`src/rtl/time_edit_pkg.sv`:
```
// Shared types and field-select encoding for the time edit controller and the hh:mm:ss counter.
package time_edit_pkg;

  typedef enum logic [1:0] {
    RUN     = 2'd0,
    EDIT_HH = 2'd1,
    EDIT_MM = 2'd2,
    EDIT_SS = 2'd3
  } state_t;

  localparam logic [1:0] SEL_NONE = 2'b00;
  localparam logic [1:0] SEL_SS   = 2'b01;
  localparam logic [1:0] SEL_MM   = 2'b10;
  localparam logic [1:0] SEL_HH   = 2'b11;

  function automatic logic [1:0] state_sel(input state_t s);
    case (s)
      EDIT_HH: state_sel = SEL_HH;
      EDIT_MM: state_sel = SEL_MM;
      EDIT_SS: state_sel = SEL_SS;
      default: state_sel = SEL_NONE;
    endcase
  endfunction

endpackage

```
`src/rtl/btn_debounce.sv`:
```
// One push-button input path: 2-FF synchroniser, tick-based stability counter,
// debounced level and a 1-cycle press pulse on the debounced rising edge.
module btn_debounce #(
  parameter int DEBOUNCE_MS = 20
) (
  input  logic clk,
  input  logic rst,
  input  logic tick_ms,
  input  logic raw,
  output logic level,
  output logic press
);

  localparam int CW = $clog2(DEBOUNCE_MS + 1);

  logic [1:0]    sync;
  logic [CW-1:0] cnt;

  // NOTE: every register here uses <= so all flops sample pre-edge values together.
  always_ff @(posedge clk or posedge rst) begin
    if (rst) begin
      sync  <= 2'b00;
      cnt   <= '0;
      level <= 1'b0;
      press <= 1'b0;
    end else begin
      sync  <= {sync[0], raw};
      press <= 1'b0;
      // Any sample matching the current level is a bounce and restarts the count.
      if (sync[1] == level) begin
        cnt <= '0;
      end else if (tick_ms) begin
        if (cnt == CW'(DEBOUNCE_MS - 1)) begin
          level <= sync[1];
          press <= sync[1];
          cnt   <= '0;
        end else begin
          cnt <= cnt + CW'(1);
        end
      end
    end
  end

endmodule

```
`src/rtl/time_edit_ctrl.sv`:
```
// Button-driven edit sequencer for the hh:mm:ss counter: edit FSM, inc/dec pulses,
// inactivity timeout and field blink. Optional auto-repeat: TIME_EDIT_AUTO_REPEAT_EN.
module time_edit_ctrl
  import time_edit_pkg::*;
#(
  parameter int DEBOUNCE_MS     = 20,
  parameter int TIMEOUT_MS      = 10000,
  parameter int BLINK_MS        = 250
`ifdef TIME_EDIT_AUTO_REPEAT_EN
  ,
  parameter int REPEAT_DELAY_MS = 500,
  parameter int REPEAT_RATE_MS  = 100
`endif
) (
  input  logic       clk,
  input  logic       rst,
  input  logic       tick_ms,
  input  logic       btn_mode,
  input  logic       btn_up,
  input  logic       btn_down,
  output logic       freeze,
  output logic [1:0] sel,
  output logic       inc,
  output logic       dec,
  output logic       blink
);

  localparam int TW = $clog2(TIMEOUT_MS + 1);
  localparam int BW = $clog2(BLINK_MS + 1);

  logic mode_lvl, mode_p, up_lvl, up_p, dn_lvl, dn_p;
  logic unused_lvl;

  btn_debounce #(.DEBOUNCE_MS(DEBOUNCE_MS)) u_mode (
    .clk(clk), .rst(rst), .tick_ms(tick_ms), .raw(btn_mode), .level(mode_lvl), .press(mode_p));
  btn_debounce #(.DEBOUNCE_MS(DEBOUNCE_MS)) u_up (
    .clk(clk), .rst(rst), .tick_ms(tick_ms), .raw(btn_up), .level(up_lvl), .press(up_p));
  btn_debounce #(.DEBOUNCE_MS(DEBOUNCE_MS)) u_down (
    .clk(clk), .rst(rst), .tick_ms(tick_ms), .raw(btn_down), .level(dn_lvl), .press(dn_p));

  assign unused_lvl = &{1'b0, mode_lvl, up_lvl, dn_lvl};

  state_t        state, state_next;
  logic          inc_next, dec_next;
  logic [TW-1:0] to_cnt;
  logic [BW-1:0] blink_cnt;
  logic          edit, timeout, any_press, hold_clear, rep_pulse, changing;

  assign edit      = (state != RUN);
  assign timeout   = edit && (to_cnt == TW'(TIMEOUT_MS));
  assign any_press = mode_p | up_p | dn_p;
  assign changing  = (state_next != state);

`ifdef TIME_EDIT_AUTO_REPEAT_EN
  localparam int REP_MAX = (REPEAT_DELAY_MS > REPEAT_RATE_MS) ? REPEAT_DELAY_MS : REPEAT_RATE_MS;
  localparam int RW      = $clog2(REP_MAX + 1);

  logic [RW-1:0] rep_cnt;
  logic          rep_fast, hold_one;

  // Exactly one of UP/DOWN held; both held suppresses repeat.
  assign hold_one   = edit && (up_lvl ^ dn_lvl);
  assign hold_clear = up_lvl | dn_lvl;
  assign rep_pulse  = hold_one && tick_ms &&
                      (rep_fast ? (rep_cnt == RW'(REPEAT_RATE_MS - 1))
                                : (rep_cnt == RW'(REPEAT_DELAY_MS - 1)));

  always_ff @(posedge clk or posedge rst) begin
    if (rst) begin
      rep_cnt  <= '0;
      rep_fast <= 1'b0;
    end else if (!hold_one || up_p || dn_p || changing) begin
      rep_cnt  <= '0;
      rep_fast <= 1'b0;
    end else if (tick_ms) begin
      if (rep_pulse) begin
        rep_cnt  <= '0;
        rep_fast <= 1'b1;
      end else begin
        rep_cnt <= rep_cnt + RW'(1);
      end
    end
  end
`else
  assign hold_clear = 1'b0;
  assign rep_pulse  = 1'b0;
`endif

  // NOTE: defaults first so every path assigns every output and no latch is inferred.
  always_comb begin
    state_next = state;
    inc_next   = 1'b0;
    dec_next   = 1'b0;
    if (timeout) begin
      state_next = RUN;
    end else if (mode_p) begin
      case (state)
        RUN:     state_next = EDIT_HH;
        EDIT_HH: state_next = EDIT_MM;
        EDIT_MM: state_next = EDIT_SS;
        default: state_next = RUN;
      endcase
    end else if (edit) begin
      if (up_p && !dn_p) begin
        inc_next = 1'b1;
      end else if (dn_p && !up_p) begin
        dec_next = 1'b1;
      end else if (rep_pulse) begin
        inc_next = up_lvl;
        dec_next = dn_lvl;
      end
    end
  end

  always_ff @(posedge clk or posedge rst) begin
    if (rst) begin
      state  <= RUN;
      freeze <= 1'b0;
      sel    <= SEL_NONE;
      inc    <= 1'b0;
      dec    <= 1'b0;
    end else begin
      state  <= state_next;
      freeze <= (state_next != RUN);
      sel    <= state_sel(state_next);
      inc    <= inc_next;
      dec    <= dec_next;
    end
  end

  always_ff @(posedge clk or posedge rst) begin
    if (rst) begin
      to_cnt <= '0;
    end else if (state_next == RUN || changing || any_press || hold_clear) begin
      to_cnt <= '0;
    end else if (tick_ms && !timeout) begin
      to_cnt <= to_cnt + TW'(1);
    end
  end

  // Blink restarts its half-period high on state entry and on every inc/dec.
  always_ff @(posedge clk or posedge rst) begin
    if (rst) begin
      blink     <= 1'b0;
      blink_cnt <= '0;
    end else if (state_next == RUN) begin
      blink     <= 1'b0;
      blink_cnt <= '0;
    end else if (changing || inc_next || dec_next) begin
      blink     <= 1'b1;
      blink_cnt <= '0;
    end else if (tick_ms) begin
      if (blink_cnt == BW'(BLINK_MS - 1)) begin
        blink     <= ~blink;
        blink_cnt <= '0;
      end else begin
        blink_cnt <= blink_cnt + BW'(1);
      end
    end
  end

endmodule

```
`config.mk`:
```
export PLATFORM = sky130hd
export DESIGN_NAME = time_edit_ctrl
export DESIGN_NICKNAME = d
export VERILOG_FILES = /design/src/rtl/time_edit_pkg.sv /design/src/rtl/btn_debounce.sv /design/src/rtl/time_edit_ctrl.sv
export SDC_FILE = /design/constraint.sdc
export NUM_CORES = 1
export LEC_CHECK = 0
export ABC_AREA = 1
export CORE_AREA = 2 2 66 80
export DETAILED_ROUTE_END_ITERATION = 10
export DIE_AREA = 0 0 68 82
export PLACE_DENSITY_LB_ADDON = 0.1
export SYNTH_ARGS = -nofsm -noshare
export SYNTH_HDL_FRONTEND = slang
export SYNTH_SLANG_ARGS = --single-unit
export TNS_END_PERCENT = 5
```
`constraint.sdc`:
```
create_clock -name clk -period 6.51 [get_ports clk]
set_clock_uncertainty 0.1 [all_clocks]
set_input_delay 1.302 -clock clk [delete_from_list [all_inputs] [get_ports clk]]
set_output_delay 1.302 -clock clk [all_outputs]
set_load 0.005 [all_outputs]
```
==> impl_metrics.toml <==
[placement]
placedInstanceArea_sq_um = 3142
io_buffers = 11
gp_congestion = 0.8030
pre_cts_slack_ps = 3225
dp_hpwl_um = 3726

[routing]
wl_um = 5100
wire_per_inst_um = 12.03
drtPass1Iterations = 4
drt-vias-per-instance = 5.316
antenna_left = 0
drtIter0Drc = 145
route.detailed.drc = 0
vias = 2254

[synth]
synth_warnings = 0
syn_inst = 349
synth_area_sq_um = 2989
syn_area_per_cell_sq_um = 8.565
syn-num-nets = 365
ys_seq_elements = 56
ys_seq_area_share_pct = 46.88
ys_types = 39

[power_and_ir_drop]
intPower_uw = 462.9
seq_power_share_pct = 61.8
pwr-share-comb_pct = 8.2
p_switching_uw = 151.6
p_clk_share_pct = 30.0
swShare_pct = 24.67
powerDensity_nw_per_um2 = 190.4
ir_drop_mv = 0.1608
leakage_uw = 0.001508

[cts]
root_buffer = "clkbuf_8"
clk_latency_ps = 310
cts_inserted_buffers = 5
h-tree-depth = 2
holdBufCountCts = 0
ctsLongestPathBuffers = 2
ctsResizeCount = 0
cts_setup_buffers = 0
clock-sinks = 56
clk_pin_slew_ps = 100
tritoncts = "built"

[worst_setup_path]
crit_path_max_incr_delay_ps = 740
cp-start-kind = "input port"
cp-end-kind = "flip-flop"
crit_chain = "clkdlybuf4s50_1, clkinv_1, nor3_1, inv_1, o21ai_0"
path_class = "input port to flip-flop"
worstPathRequired_ps = 6640
critPathMaxFanout = 10
worstPathArrival_ps = 3110
cp_slowest_cell = "clkdlybuf4s50_1"

[timing]
setup_viol = 0
finalCritPeriodShare_pct = 45.87
drv_slew = 0
rsz0062_at_grt = "no"
hold_viol_final = 0
worst_slew_pin_slew_ps = 688.4
setup-tns-final_ps = 0
fin_crit_ps = 2986
relSlewSlack_pct = 54.11
setup_ws_ps = 3524
fmax_mhz = 334.9

[floorplan]
die_area_sq_um = 5576
io_pins = 12
die_height_um = 82
die_x_um = 68
core-area_sq_um = 4835
initial_utilization_pct = 61.83
row_count = 28

[final_layout]
n_fill_cell = 428
final_cell_mix = "dfrtp_1 (56), nand2_1 (55), inv_1 (48), nor2_1 (44), nand3_1 (32)"
drive_gt1_share_pct = 9.066
fin_area_sq_um = 3227
layout_commonest_cell = "dfrtp_1"
n_antenna_cell = 0
nets = 379
area_growth_pct = 7.953

[grt]
grt_pass1_vias = 2131
antenna_found_initial = 0
grt_max_degree = 57
overflow = 0
grt_util_all_layers_pct = 20.93
grt_pass1_wl_um = 8963

[min_path]
hp-class = "flip-flop to flip-flop"

[run]
drv_cap = 0

[status]
status = "finished clean"
[per-stage QoR]
stage               hold WS (ps)  std cells  util (%)  power, uW
global route               259.8        424     66.74      646.7
CTS                        258.0        424     66.74      621.7
detailed placement         236.3        416     64.98      438.4
finish                     256.7        424     66.74      614.5
floorplan                  231.2        349         -      422.1
global placement           236.8        416     64.98      436.2
[power groups by stage]
stage               clock, uW  sequential, uW  combinational (uW)
finish                    184             380                50.5
global route              202             384                61.1
CTS                       190             380                51.8
detailed placement          0             387                51.9
floorplan                   0             383                39.0
global placement            0             386                50.1
[sequential cells by signal, summed over array words and instances, names as in the netlist]
name	flops
state	2
u_mode.press	1
u_down.sync	2
freeze	1
dec	1
u_up.cnt	5
inc	1
u_down.level	1
to_cnt	14
u_up.sync	2
u_mode.cnt	5
blink	1
blink_cnt	8
u_mode.sync	2
u_down.cnt	5
sel	1
u_up.press	1
u_down.press	1
u_mode.level	1
u_up.level	1
[metal layers]
layer	up-vias	track usage, %	part of all wire (%)
li1	1156	-	-
met4	0	7.200	1.2
met2	17	36.12	50
met5	-	0	0
met3	6	2.877	1.6
met1	1075	26.65	47
[cell type report]
| type | instances | area, sq um | area share (%) |
|---|---|---|---|
| tap | 60 | 75.07 | 2.326 |
| multi-input combinational | 236 | 1350 | 41.84 |
| timing repair buffer | 12 | 117.6 | 3.645 |
| clock inverter | 1 | 8.758 | 0.2714 |
| sequential | 56 | 1401 | 43.43 |
| inverter | 52 | 197.7 | 6.126 |
| clock buffer | 7 | 76.32 | 2.365 |
[logic make-up (layout without fill, tap and decap cells)]
group,after synthesis,after routing,share of synthesized area [%]
AO/OA/AOI/OAI,29,29,5.986
AND/OR/NAND/NOR,177,177,29.13
buffers and inverters,57,72,7.953
XOR/XNOR,20,20,5.860
adder cells (fa/ha/maj),10,10,4.186
flip-flops,56,56,46.88
[cell usage after synthesis, drive strengths merged]
cell type	number	area, sq um
nand2	64	272.8
dfrtp	56	1401
inv	51	193.9
nor2	49	220.2
nand3	33	177.7
xor2	16	140.1
nand4	13	81.33
o21ai	11	58.80
ha	10	125.1
nor3	8	45.04
o22ai	8	50.05
a21oi	5	28.78
buf	5	40.04
nor3b	4	35.03
xnor2	4	35.03
or2	3	18.77
nor4	2	12.51
a211oi	1	7.510
a31o	1	8.760
a31oi	1	6.260
a32o	1	10.01
clkinv	1	3.750
nand3b	1	7.510
o2111ai	1	8.760
[critical path: cells and delay by family]
| family | cells | cell delay (ps) |
|---|---|---|
| simple gates | 1 | 390 |
| buf+inv | 3 | 1240 |
| compound gates | 1 | 180 |
[path summary, 6_finish.rpt]
check,start,endpoint,slack (ps),cells after the start
worst max-delay path,tick_ms,u_up.cnt[4]$_DFFE_PP0P_,3520,5
worst min-delay path,u_up.sync[0]$_DFF_PP0_,u_up.sync[1]$_DFF_PP0_,260,0
worst max register to register,state[0]$_DFF_PP0_,to_cnt[9]$_DFFE_PP0P_,3970,11
worst min register to register,u_up.sync[0]$_DFF_PP0_,u_up.sync[1]$_DFF_PP0_,260,0
max in group asynchronous,rst,to_cnt[8]$_DFFE_PP0P_,4450,3
min in group asynchronous,rst,u_down.sync[0]$_DFF_PP0_,1400,3
(Power assumes the default switching activity.)
